===== config.mk =====
export PLATFORM = sky130hd
export DESIGN_NAME = decode_stage
export DESIGN_NICKNAME = d
export VERILOG_FILES = /design/src/rtl/decode_stage.sv
export SDC_FILE = /design/constraint.sdc
export NUM_CORES = 1
export LEC_CHECK = 0
export CORE_UTILIZATION = 40
export CTS_BUF_LIST = sky130_fd_sc_hd__clkbuf_4 sky130_fd_sc_hd__clkbuf_8 sky130_fd_sc_hd__clkbuf_16
export DETAILED_ROUTE_END_ITERATION = 12
export GPL_ROUTABILITY_DRIVEN = 0
export PLACE_DENSITY = 0.76
export SLEW_MARGIN = 25
export SYNTH_ARGS = -nofsm -noshare
export SYNTH_HDL_FRONTEND = slang
export SYNTH_SLANG_ARGS = --single-unit

===== constraint.sdc =====
create_clock -name clk -period 3.6 [get_ports clk]
set_clock_uncertainty 0.2 [all_clocks]
set_input_delay 0.36 -clock clk [delete_from_list [all_inputs] [get_ports clk]]
set_output_delay 0.36 -clock clk [all_outputs]
set_load 0.02 [all_outputs]

===== src/rtl/decode_stage.sv =====
// ID stage of the 16-bit pipelined CPU: registers one {IR, PC} pair, decodes it for EX,
// detects load-use hazards and latches HLT into a sticky halt. Optional macro: ILLEGAL_TRAP_EN.
module decode_stage #(
    parameter int PC_W    = 16,
    parameter int PC_STEP = 2,
    parameter int REG_AW  = 3
) (
    input  logic              clk,
    input  logic              rst,
    input  logic              flush,
    input  logic              in_valid,
    output logic              in_ready,
    input  logic [15:0]       in_ir,
    input  logic [PC_W-1:0]   in_pc,
    input  logic              ex_mem_read,
    input  logic [REG_AW-1:0] ex_rd,
    output logic              out_valid,
    input  logic              out_ready,
    output logic [PC_W-1:0]   out_pc,
    output logic [3:0]        out_opcode,
    output logic [REG_AW-1:0] out_rd,
    output logic [REG_AW-1:0] out_rs,
    output logic [REG_AW-1:0] out_rt,
    output logic [15:0]       out_imm,
    output logic [PC_W-1:0]   out_target,
    output logic              out_reg_write,
    output logic              out_mem_read,
    output logic              out_mem_write,
    output logic              out_branch,
    output logic              out_jump,
    output logic              out_halt,
    output logic              out_illegal,
    output logic              stall,
    output logic              halt_program
);

    localparam logic [0:0] ST_RUN    = 1'b0;
    localparam logic [0:0] ST_HALTED = 1'b1;

    localparam logic [3:0] OP_ADD  = 4'h0;
    localparam logic [3:0] OP_SUB  = 4'h1;
    localparam logic [3:0] OP_AND  = 4'h2;
    localparam logic [3:0] OP_OR   = 4'h3;
    localparam logic [3:0] OP_XOR  = 4'h4;
    localparam logic [3:0] OP_SLT  = 4'h5;
    localparam logic [3:0] OP_ADDI = 4'h6;
    localparam logic [3:0] OP_LW   = 4'h7;
    localparam logic [3:0] OP_SW   = 4'h8;
    localparam logic [3:0] OP_BEQ  = 4'h9;
    localparam logic [3:0] OP_BNE  = 4'hA;
    localparam logic [3:0] OP_JMP  = 4'hB;
    localparam logic [3:0] OP_LUI  = 4'hC;
    localparam logic [3:0] OP_RSVD = 4'hD;
    localparam logic [3:0] OP_RSVE = 4'hE;
    localparam logic [3:0] OP_HLT  = 4'hF;

    // Control vector bit order: reg_write, mem_read, mem_write, branch, jump, halt, illegal
    localparam int CTL_W = 7;

    logic [3:0]        op_s;
    logic [15:0]       imm6_s;
    logic [15:0]       imm12_s;
    logic [15:0]       imm_s;
    logic [CTL_W-1:0]  ctl_s;
    logic              uses_rt_s;
    logic              halt_on_s;
    logic [PC_W-1:0]   seq_pc_s;
    logic [PC_W-1:0]   imm_pc_s;
    logic [PC_W-1:0]   target_s;
    logic              stall_s;
    logic              in_ready_s;
    logic              accept_s;

    logic [0:0]        state_r;
    logic              out_valid_r;
    logic [PC_W-1:0]   out_pc_r;
    logic [3:0]        out_opcode_r;
    logic [REG_AW-1:0] out_rd_r;
    logic [REG_AW-1:0] out_rs_r;
    logic [REG_AW-1:0] out_rt_r;
    logic [15:0]       out_imm_r;
    logic [PC_W-1:0]   out_target_r;
    logic [CTL_W-1:0]  ctl_r;

    assign op_s    = in_ir[15:12];
    assign imm6_s  = {{10{in_ir[5]}}, in_ir[5:0]};
    assign imm12_s = {{4{in_ir[11]}}, in_ir[11:0]};

    // Opcode decode into immediate, control vector and rt-usage for hazard detection
    always_comb begin
        imm_s     = 16'h0000;
        ctl_s     = {CTL_W{1'b0}};
        uses_rt_s = 1'b0;
        case (op_s)
            OP_ADD, OP_SUB, OP_AND, OP_OR, OP_XOR, OP_SLT: begin
                ctl_s     = 7'b1000000;
                uses_rt_s = 1'b1;
            end
            OP_ADDI: begin
                ctl_s = 7'b1000000;
                imm_s = imm6_s;
            end
            OP_LW: begin
                ctl_s = 7'b1100000;
                imm_s = imm6_s;
            end
            OP_SW: begin
                ctl_s     = 7'b0010000;
                imm_s     = imm6_s;
                uses_rt_s = 1'b1;
            end
            OP_BEQ, OP_BNE: begin
                ctl_s     = 7'b0001000;
                imm_s     = imm6_s;
                uses_rt_s = 1'b1;
            end
            OP_JMP: begin
                ctl_s = 7'b0000100;
                imm_s = imm12_s;
            end
            OP_LUI: begin
                ctl_s = 7'b1000000;
                imm_s = {in_ir[7:0], 8'h00};
            end
            OP_RSVD, OP_RSVE: begin
                ctl_s = 7'b0000001;
            end
            OP_HLT: begin
                ctl_s = 7'b0000010;
            end
            default: begin
                ctl_s     = {CTL_W{1'b0}};
                imm_s     = 16'h0000;
                uses_rt_s = 1'b0;
            end
        endcase
    end

    // Instructions without an immediate carry imm=0, so the target collapses to pc+step
    assign seq_pc_s = in_pc + PC_W'(PC_STEP);
    assign imm_pc_s = PC_W'($signed(imm_s));
    assign target_s = seq_pc_s + {imm_pc_s[PC_W-2:0], 1'b0};

`ifdef ILLEGAL_TRAP_EN
    assign halt_on_s = ctl_s[1] | ctl_s[0];
`else
    assign halt_on_s = ctl_s[1];
`endif

    assign stall_s = in_valid & ex_mem_read &
                     ((ex_rd == in_ir[8:6]) | ((ex_rd == in_ir[5:3]) & uses_rt_s));

    assign in_ready_s = (state_r == ST_RUN) & ~stall_s & (~out_valid_r | out_ready);
    assign accept_s   = in_valid & in_ready_s & ~flush;

    // Run/halt state: halting is sticky until reset, and a flushed HLT never halts
    always_ff @(posedge clk or negedge rst) begin
        if (!rst) begin
            state_r <= ST_RUN;
        end else if (accept_s & halt_on_s) begin
            state_r <= ST_HALTED;
        end else begin
            state_r <= state_r;
        end
    end

    // Valid and control bits: flush beats accept; a bubble or consumed slot clears control
    always_ff @(posedge clk or negedge rst) begin
        if (!rst) begin
            out_valid_r <= 1'b0;
            ctl_r       <= {CTL_W{1'b0}};
        end else if (flush) begin
            out_valid_r <= 1'b0;
            ctl_r       <= {CTL_W{1'b0}};
        end else if (accept_s) begin
            out_valid_r <= 1'b1;
            ctl_r       <= ctl_s;
        end else if (out_valid_r & ~out_ready) begin
            out_valid_r <= out_valid_r;
            ctl_r       <= ctl_r;
        end else begin
            out_valid_r <= 1'b0;
            ctl_r       <= {CTL_W{1'b0}};
        end
    end

    // Data fields only load on accept, staying stable under backpressure
    always_ff @(posedge clk or negedge rst) begin
        if (!rst) begin
            out_pc_r     <= {PC_W{1'b0}};
            out_opcode_r <= 4'h0;
            out_rd_r     <= {REG_AW{1'b0}};
            out_rs_r     <= {REG_AW{1'b0}};
            out_rt_r     <= {REG_AW{1'b0}};
            out_imm_r    <= 16'h0000;
            out_target_r <= {PC_W{1'b0}};
        end else if (accept_s) begin
            out_pc_r     <= in_pc;
            out_opcode_r <= op_s;
            out_rd_r     <= in_ir[11:9];
            out_rs_r     <= in_ir[8:6];
            out_rt_r     <= in_ir[5:3];
            out_imm_r    <= imm_s;
            out_target_r <= target_s;
        end else begin
            out_pc_r     <= out_pc_r;
            out_opcode_r <= out_opcode_r;
            out_rd_r     <= out_rd_r;
            out_rs_r     <= out_rs_r;
            out_rt_r     <= out_rt_r;
            out_imm_r    <= out_imm_r;
            out_target_r <= out_target_r;
        end
    end

    assign in_ready      = in_ready_s;
    assign stall         = stall_s;
    assign halt_program  = (state_r == ST_HALTED);
    assign out_valid     = out_valid_r;
    assign out_pc        = out_pc_r;
    assign out_opcode    = out_opcode_r;
    assign out_rd        = out_rd_r;
    assign out_rs        = out_rs_r;
    assign out_rt        = out_rt_r;
    assign out_imm       = out_imm_r;
    assign out_target    = out_target_r;
    assign out_reg_write = ctl_r[6];
    assign out_mem_read  = ctl_r[5];
    assign out_mem_write = ctl_r[4];
    assign out_branch    = ctl_r[3];
    assign out_jump      = ctl_r[2];
    assign out_halt      = ctl_r[1];
    assign out_illegal   = ctl_r[0];

endmodule


# Yosys cells after proc, flatten, opt, wreduce, memory -nomap -nowiden
# Cells that the tools add are included.
# totals
wordCells	61
ff_bits	70
in_bits	41
# classes
reduce_logical	6
n_eq_ne	18
add_sub_neg	2
bitwise_logic	16
n_mux	9
# op_table
operator	count
$pmux W7 S7	1
$pmux W16 S3	1
$eq A4 B4 Y1 const B	8
$mux W7	3
$add A16 B16 Y16	1
$add A16 B2 Y16 const B	1
$eq A4 B3 Y1 const B	4
$and A1 B1 Y1	9
$reduce_or A9 Y1	1
$eq A4 B2 Y1 const B	2
$reduce_or A8 Y1	1
$eq A3 B3 Y1	2
$not A1 Y1	5
$reduce_or A5 Y1	1
$eq A4 B1 Y1 const B	1
$logic_not A4 Y1	1
$mux W1	4
$reduce_or A2 Y1	2
$ne A3 B3 Y1 const B	1
$or A1 B1 Y1	2

# Logic depth before layout (Yosys ltp)
# logic_depth
depth_word	13
mapped_depth	15
mapped_depth_nobuf	14

# Worst setup path before layout
# No wires, ideal clock.
# synth_path
path_type	input -> register
start	input in_ir[15]
end	register out_target_r[12] (netlist: out_target[12])
setup_ns	0.125
arrival_time_ns	3.239
path_buffers	1
stages	13
slack_ns	0.036
cell_sequence	clkbuf_1 > nor2b_1 > or2_0 > and2_1 > ha_1 > ha_1 > fa_1 > a211oi_1 > o21ai_0 > a31o_2 > a21oi_1 > xnor2_1 > mux2_2
# synth_lines
element	line	source
start, declared	13	input logic [15:0] in_ir,
$eq A4 B4 Y1 or $eq A4 B3 Y1 (tied branches)	94	case (op_s)
$reduce_or A5 Y1 (no line)	--	
$pmux W16 S3 *	94	
via imm_pc_s[1]	68	logic [PC_W-1:0] imm_pc_s;
$add A16 B16 Y16 *	142	assign target_s = seq_pc_s + {imm_pc_s[PC_W-2:0], 1'b0};
end signal, assigned	196	out_target_r <= {PC_W{1'b0}};
end signal, assigned	204	out_target_r <= target_s;
end signal, assigned	212	out_target_r <= out_target_r;
end, declared	82	logic [PC_W-1:0] out_target_r;
# Mark *: on every way through the listed nets, which the timed path passes. The rest lies on a longest branch.
# A chain may end at the register's enable or synchronous reset.

# Final worst setup path
# layout_path
start	input in_ir[13]
end	register out_target_r[13] (netlist: out_target[13])
# The elaborated chain is that of the path after synthesis.

==> out/metrics.cfg <==
[outcome]
status = finished, final reports clean

[flow_run]
maxCapViolations = 0

[pwr]
p_sw_share_pct = 35.3
p_int_mw = 2.03
seqPwrFrac_pct = 35.5
pwr_density_cell_mw_per_mm2 = 563
power.share.clock_pct = 21.2
p_sw_mw = 1.11
power_frac_comb_pct = 43.3
vdd_drop_max_uv = 281
leakage_nw = 2.51

[synthesis]
synth_fp_nets = 388
synth.distinct_cells = 45
synth_common_cells = dfrtp_1 (69), mux2_1 (45), ha_1 (27)
synth_seq_cells = 69
yosysMostFrequentCell = dfrtp_1
synth_edf_count = 0
synth_seq_area_share_pct = 45.9
synth_area_leaders = dfrtp_1 (46%), mux2_1 (13%), ha_1 (9.0%), xnor2_1 (4.0%), nor2_1 (1.8%)
netlist_area_mm2 = 0.00376
synthArstFlopShare_pct = 100
syn_inst = 319
synth-main-ff-cell = dfrtp_1
yosys_warnings = 0
synth_area_leader_cell = dfrtp_1
yosys.area.top_type_share_pct = 45.9
avgSynthCellArea_um2 = 11.8

[layout]
num-fill-cells = 728
syn2layout_area_growth_pct = 48.0
nets = 551
finish.instance_area_mm2 = 0.00557
n_antenna_cell = 0
drive_above_1_share_pct = 17.7

[timing]
relSlewSlack_pct = 59.3
whs_ns = 0.167
finalHoldViolations = 0
clock.fmax_ghz = 0.294
post-route-min-period_ns = 3.40
min_period_over_period_pct = 94.5
slew_violations = 0
rsz0062_at_grt = false
setup_viol = 0
max_slew.worst_pin.slew_ns = 0.609

[global_route]
grt_use_total_pct = 21.5
grt_pass1_wl_um = 16100
grt_pass1_vias = 3191
grt_max_degree = 43
antenna_found_initial = 0
overflow = 0

[setup_path]
cp_max_fo = 8
crit_arrival_ns = 3.44
cp.depth = 13
cp-start-kind = input pin
timing.rr.start = halt_program
required_ns = 3.63
path_class = in2reg
crit_path_end_kind = flop
cpPeakStageDelay_ns = 0.43
crit_buf_inv = 3
r2r-end = out_pc[6]
cp_slowest_cell = clkdlybuf4s50_1
worst-r2r-setup-slack_ns = 1.48
crit_chain = clkdlybuf4s50_1 -> buf_4 -> and2_1 -> and2_0 -> a221o_1 -> ha_1 -> ha_1 -> buf_4 -> a21o_1 -> a2111oi_1 -> o21ai_0 -> o31ai_1 -> o22ai_1
reg2regPathDepth = 4
crit_family = compound AO/OA/AOI/OAI gates

[die]
rows = 35
die_h_um = 99.0
core-area_mm2 = 0.00915
io_pins = 113
dieArea_mm2 = 0.00979
die_w_um = 99.0
start_util_pct = 41.1

[detailed_routing]
drt_wl_total_um = 10100
dr.max_layer_used = met4
firstDrtPassIters = 4
final_antenna_net_count = 0
wl_met3_um = 625
drc = 0
vias_per_cell = 5.19
wl_per_cell_um = 16.8
wl_met2_um = 4910
drt-initial-drc-count = 94
drt-met1-wl_um = 4350
vias = 3106

[clocking]
cts_tree = done
clk_pin_slew_worst_paths_ns = 0.09
cts_buffers = 9
cts_root_buffer = clkbuf_8
cts_buffer_depth = 2
cts_setup_buffers = 0
cts_max_level = 3
clock_sinks = 69
insertion_delay_ns = 0.35

[placed_design]
place_area_mm2 = 0.00533
hpwlAfterDp_um = 7760
port_buffers = 112

[worst_hold_path]
whs_endpoint = out_opcode[2]
holdCritPathClass = in2reg
hold_depth = 2
worstHoldStart = in_ir[14]

==> layout by cell type, fill, tap and decap left out, types with 2 or more instances in the layout <==
cell	n
ha_1	27
inv_6	4
nand2_1	14
a211oi_1	2
dfrtp_1	69
buf_12	2
mux2_2	4
a22o_1	2
nor2_1	18
xor2_1	3
nand2b_1	5
buf_4	53
nor3_1	2
xnor2_1	17
a21o_1	7
nand3_1	5
a21oi_1	11
clkinvlp_4	2
a32o_1	5
a31oi_1	6
o21bai_1	3
o31ai_1	2
o21ai_0	12
clkdlybuf4s50_1	110
clkbuf_8	9
inv_1	6
a31o_2	2
a221o_1	3
and2_1	8
nor2b_1	3
mux2_1	45
==> worst max-delay path by stage <==
stage	startpoint	end	slack, ns
floorplan	in_ir[15]	out_target[12]	0.04
global placement	in_ir[15]	out_target[12]	-0.26
detailed placement	in_ir[14]	out_target[12]	-0.31
CTS	in_ir[14]	out_target[12]	0.04
global route	in_ir[13]	out_target[15]	0.06
finish	in_ir[13]	out_target[13]	0.20
==> timing repair <==
action	in CTS	in global routing
resized for setup	0	10
hold buffers	1	0
hold endpoints to repair	15	0
setup endpoints to repair	0	4
==> through the flow <==
step	cells	worst slack, ns	setup TNS (ns)	total power [mW]	utilization (%)
floorplan	319	0.0364	0	1.78	-
detailed placement	581	-0.313	-0.798	2.49	58.2
global placement	581	-0.260	-0.550	2.45	58.2
global route	598	0.0593	0	3.31	60.8
finish	598	0.197	0	3.14	60.8
CTS	598	0.0447	0	3.17	60.5
==> cell families (layout without fill, tap and decap cells) <==
kind of cell | Yosys count | after routing | synth area share, %
flip-flops | 69 | 69 | 45.9
AND/OR/NAND/NOR | 67 | 67 | 8.99
AO/OA/AOI/OAI | 63 | 63 | 12.0
multiplexers | 50 | 50 | 14.9
adder cells (fa/ha/maj) | 28 | 28 | 9.52
buffers and inverters | 22 | 190 | 3.99
XOR/XNOR | 20 | 20 | 4.66
==> power by group through the flow <==
stage / Clock, mW / Sequential (mW) / Combinational (mW)
2_1_floorplan: 0 / 1.39 / 0.387
3_3_place_gp: 0 / 1.12 / 1.33
3_5_place_dp: 0 / 1.13 / 1.36
4_1_cts: 0.683 / 1.11 / 1.37
5_1_grt: 0.723 / 1.14 / 1.45
6_report: 0.665 / 1.11 / 1.36
==> sequential cells by signal, summed over array words and instances (netlist names) <==
| signal | flops |
|---|---|
| out_imm | 16 |
| out_target | 16 |
| out_pc | 15 |
| ctl_r | 7 |
| out_opcode | 4 |
| out_rd | 3 |
| out_rs | 3 |
| out_rt | 3 |
| halt_program | 1 |
| out_valid | 1 |
==> layer usage <==
metal,up-vias,GRT usage [%]
li1,1483,-
met1,1512,27.1
met2,95,34.6
met3,16,6.52
met4,0,8.15
met5,-,0
==> cell type report <==
class	instances	area, µm²	area share, %
multi-input cells	228	1910	34.3
flip-flops and latches	69	1730	31.0
repair buffers	168	1570	28.1
well taps	111	139	2.50
clock buffers	9	124	2.23
clock inverters	7	80.1	1.44
inverters	6	22.5	0.405
==> worst reg2reg max path, cell delays in order, from the launching register on <==
cell and delay (ns):
dfrtp_1 0.41, nand2b_1 0.21, a2111oi_4 0.52, buf_12 0.30
mux2_1 0.37
Power figures use the tool's default switching activity.
==> variant (same flow settings) <==
Reset style: synchronous (`rst`), changed in 3 clocked blocks.
--- a/src/rtl/decode_stage.sv
+++ b/src/rtl/decode_stage.sv
@@ -154,7 +154,7 @@
     assign accept_s   = in_valid & in_ready_s & ~flush;
 
     // Run/halt state: halting is sticky until reset, and a flushed HLT never halts
-    always_ff @(posedge clk or negedge rst) begin
+    always_ff @(posedge clk) begin
         if (!rst) begin
             state_r <= ST_RUN;
         end else if (accept_s & halt_on_s) begin
@@ -165,7 +165,7 @@
     end
 
     // Valid and control bits: flush beats accept; a bubble or consumed slot clears control
-    always_ff @(posedge clk or negedge rst) begin
+    always_ff @(posedge clk) begin
         if (!rst) begin
             out_valid_r <= 1'b0;
             ctl_r       <= {CTL_W{1'b0}};
@@ -185,7 +185,7 @@
     end
 
     // Data fields only load on accept, staying stable under backpressure
-    always_ff @(posedge clk or negedge rst) begin
+    always_ff @(posedge clk) begin
         if (!rst) begin
             out_pc_r     <= {PC_W{1'b0}};
             out_opcode_r <= 4'h0;
Check against the original RTL: differs if rst is asserted again (counterexample within 4 cycles, from zero or initial values and one cycle with rst low); with rst held inactive, the same outputs for 10 cycles.
==> variant against the unedited design <==
Synthesized area decreased by 0.53%; wire length decreased by 2.5%; sequential cell count unchanged; setup slack got worse by 0.040 ns; cell count increased by 4.8%; die area decreased by 0.51%; worst hold slack improved by 0.093 ns; sequential share of layout area decreased by 5.2 points; critical path depth increased by 1; design area decreased by 3.8%; critical path type unchanged; count of clock-buffer cells in the layout increased by 2.
Power is not compared: it rests on default switching activity, and its combinational part moved more than twofold at a synthesized area within 25%.
==> variant: results (changes against the unedited design) <==
hpwl dp 7280 um (-6.1%); hold path cells 2 (unchanged); vias 3210 (+3.3%); DP Worst Slack -0.231 ns (+0.0821 ns); Seq/Total Area, Yosys 0.369 (-0.0899); synth cell count leaders 69 x dfxtp_1, 53 x nor2b_1, 51 x mux2i_1; Hold Path End ctl_r[1]; initial antenna violation count 0 (unchanged); post-DR wirelength/cell 15.6 um (-7.1%); Worst Hold Class flop to flop; max incr delay on CP 0.54 ns (+0.11 ns); flop2flop setup slack 1.23 ns (-0.25 ns); kind of cell adding the most delay to the critical path compound AO/OA/AOI/OAI gates; ys async rst share 0 (-1.00); CTS Buffer Depth 2 (unchanged); Critical-path top delay cell clkdlybuf4s50_1; CTS buffer count 9 (unchanged); H-tree Lvls 3 (unchanged); post-synth net total 454 (+17%); Placed Instance Area 5080 sq um (-4.5%); total track usage 0.209 (-0.00595); period utilization 0.956 (+0.0112); Root Driver clkbuf_8; DRT Pass-1 Iters 4 (unchanged); Final #Nets 583 (+5.8%); CP Max Fanout 6 (-2); P_leak about 2.2 nW; largest net degree at the start of global routing 76 (+77%); CTS clock-pin slew for the worst setup and hold paths 0.08 ns; Yosys warning total 0 (unchanged); number of synthesized flops with an enable pin 0 (unchanged); HP Start ctl_r[1]; status finished, final reports clean; worst vdd rail ir drop 0.250 mV; worst r2r src out_valid; reg-to-reg critical path endpoint halt_program; Post-CTS Setup Repair Bufs 0 (unchanged); # diodes 0 (unchanged); Port Buf Inserts 112 (unchanged); layout cells sized above 1 0.102 (-0.0745); Slew HR 0.458 (-0.135); Synth area leaders dfxtp_1 37%, mux2i_1 14%, ha_1 9.0%, nor2b_1 8.9%, xnor2_1 3.0%; Clk Latency, worst-skew pair 0.34 ns; DRT iter0 DRCs 98 (+4.3%); crit path DAT 3.46 ns (+0.02 ns); first-pass GRT wire length 16000 um (-1.0%); R2R depth 6 (+2); Synth cell types 46 (+2.2%); Final Hold Slack 0.260 ns (+0.0933 ns); Fillers 775 (+6.5%)
==> variant: cell count changes after synthesis, sizes merged, moves of 6 or more <==
cell	change
mux2	-49
dfrtp	-69
nor2b	+49
mux2i	+50
nand2	+6
dfxtp	+69
clkbuf	+8
==> variant: worst max-delay path by stage <==
stage                         start             end  depth (start not counted)
final                     in_ir[14]  out_target[14]                         14
after global routing      in_ir[14]  out_target[14]                         14
after floorplan           in_ir[14]  out_target[14]                         13
after detailed placement  in_ir[14]  out_target[12]                         13
after global placement    in_ir[13]  out_target[14]                         14
after CTS                 in_ir[14]  out_target[14]                         13
==> variant: layout make-up <==
cell class | count | area [sq um] | area share
Clock buffer | 11 | 145 | 0.0271
Clock inverter | 5 | 108 | 0.0201
Inverter | 7 | 26.3 | 0.00491
Multi-Input combinational cell | 285 | 2210 | 0.412
Sequential cell | 69 | 1380 | 0.258
Tap cell | 108 | 135 | 0.0252
Timing Repair Buffer | 142 | 1350 | 0.253
==> variant: layer usage <==
layer | track usage | routed length, um | part of all wire
met2 | 0.350 | 4580 | 0.47
met4 | 0.0758 | 157 | 0.016
met3 | 0.0489 | 545 | 0.056
met1 | 0.262 | 4520 | 0.46
met5 | 0 | 0 | 0
==> variant: per-stage QoR <==
step | total power, mW | instances | utilization
finish | 2.17 | 627 | 0.602
global route | 2.27 | 627 | 0.602
CTS | 2.18 | 627 | 0.600
detailed placement | 1.38 | 611 | 0.572
global placement | 1.37 | 611 | 0.572
floorplan | 1.16 | 385 | -
==> variant: power breakdown <==
| part | internal, mW | leakage (nW) | switching, mW |
|---|---|---|---|
| clock network | 0.490 | 0.127 | 0.308 |
| registers | 0.802 | 0.562 | 0.0205 |
| logic | 0.276 | 1.49 | 0.270 |
==> variant: logic make-up (layout without fill, tap and decap cells) <==
kind of cell,count (synthesis),in the layout,share of synthesized area
multiplexers,51,51,0.137
adder cells (fa/ha/maj),28,28,0.0957
flip-flops,69,69,0.369
AND/OR/NAND/NOR,118,118,0.173
AO/OA/AOI/OAI,68,68,0.133
XOR/XNOR,20,20,0.0468
buffers and inverters,31,165,0.0458
==> variant: worst register-to-register path, delay by kind of cell, from the launching register on <==
family | cells | cell delay, ns
flops | 1 | 0.31
compound gates | 2 | 0.56
buf+inv | 1 | 0.40
simple gates | 3 | 0.84
==> variant: repair_timing <==
item,CTS,global route
resized for setup,0,4
setup endpoints to repair,0,2
hold buffers,0,0
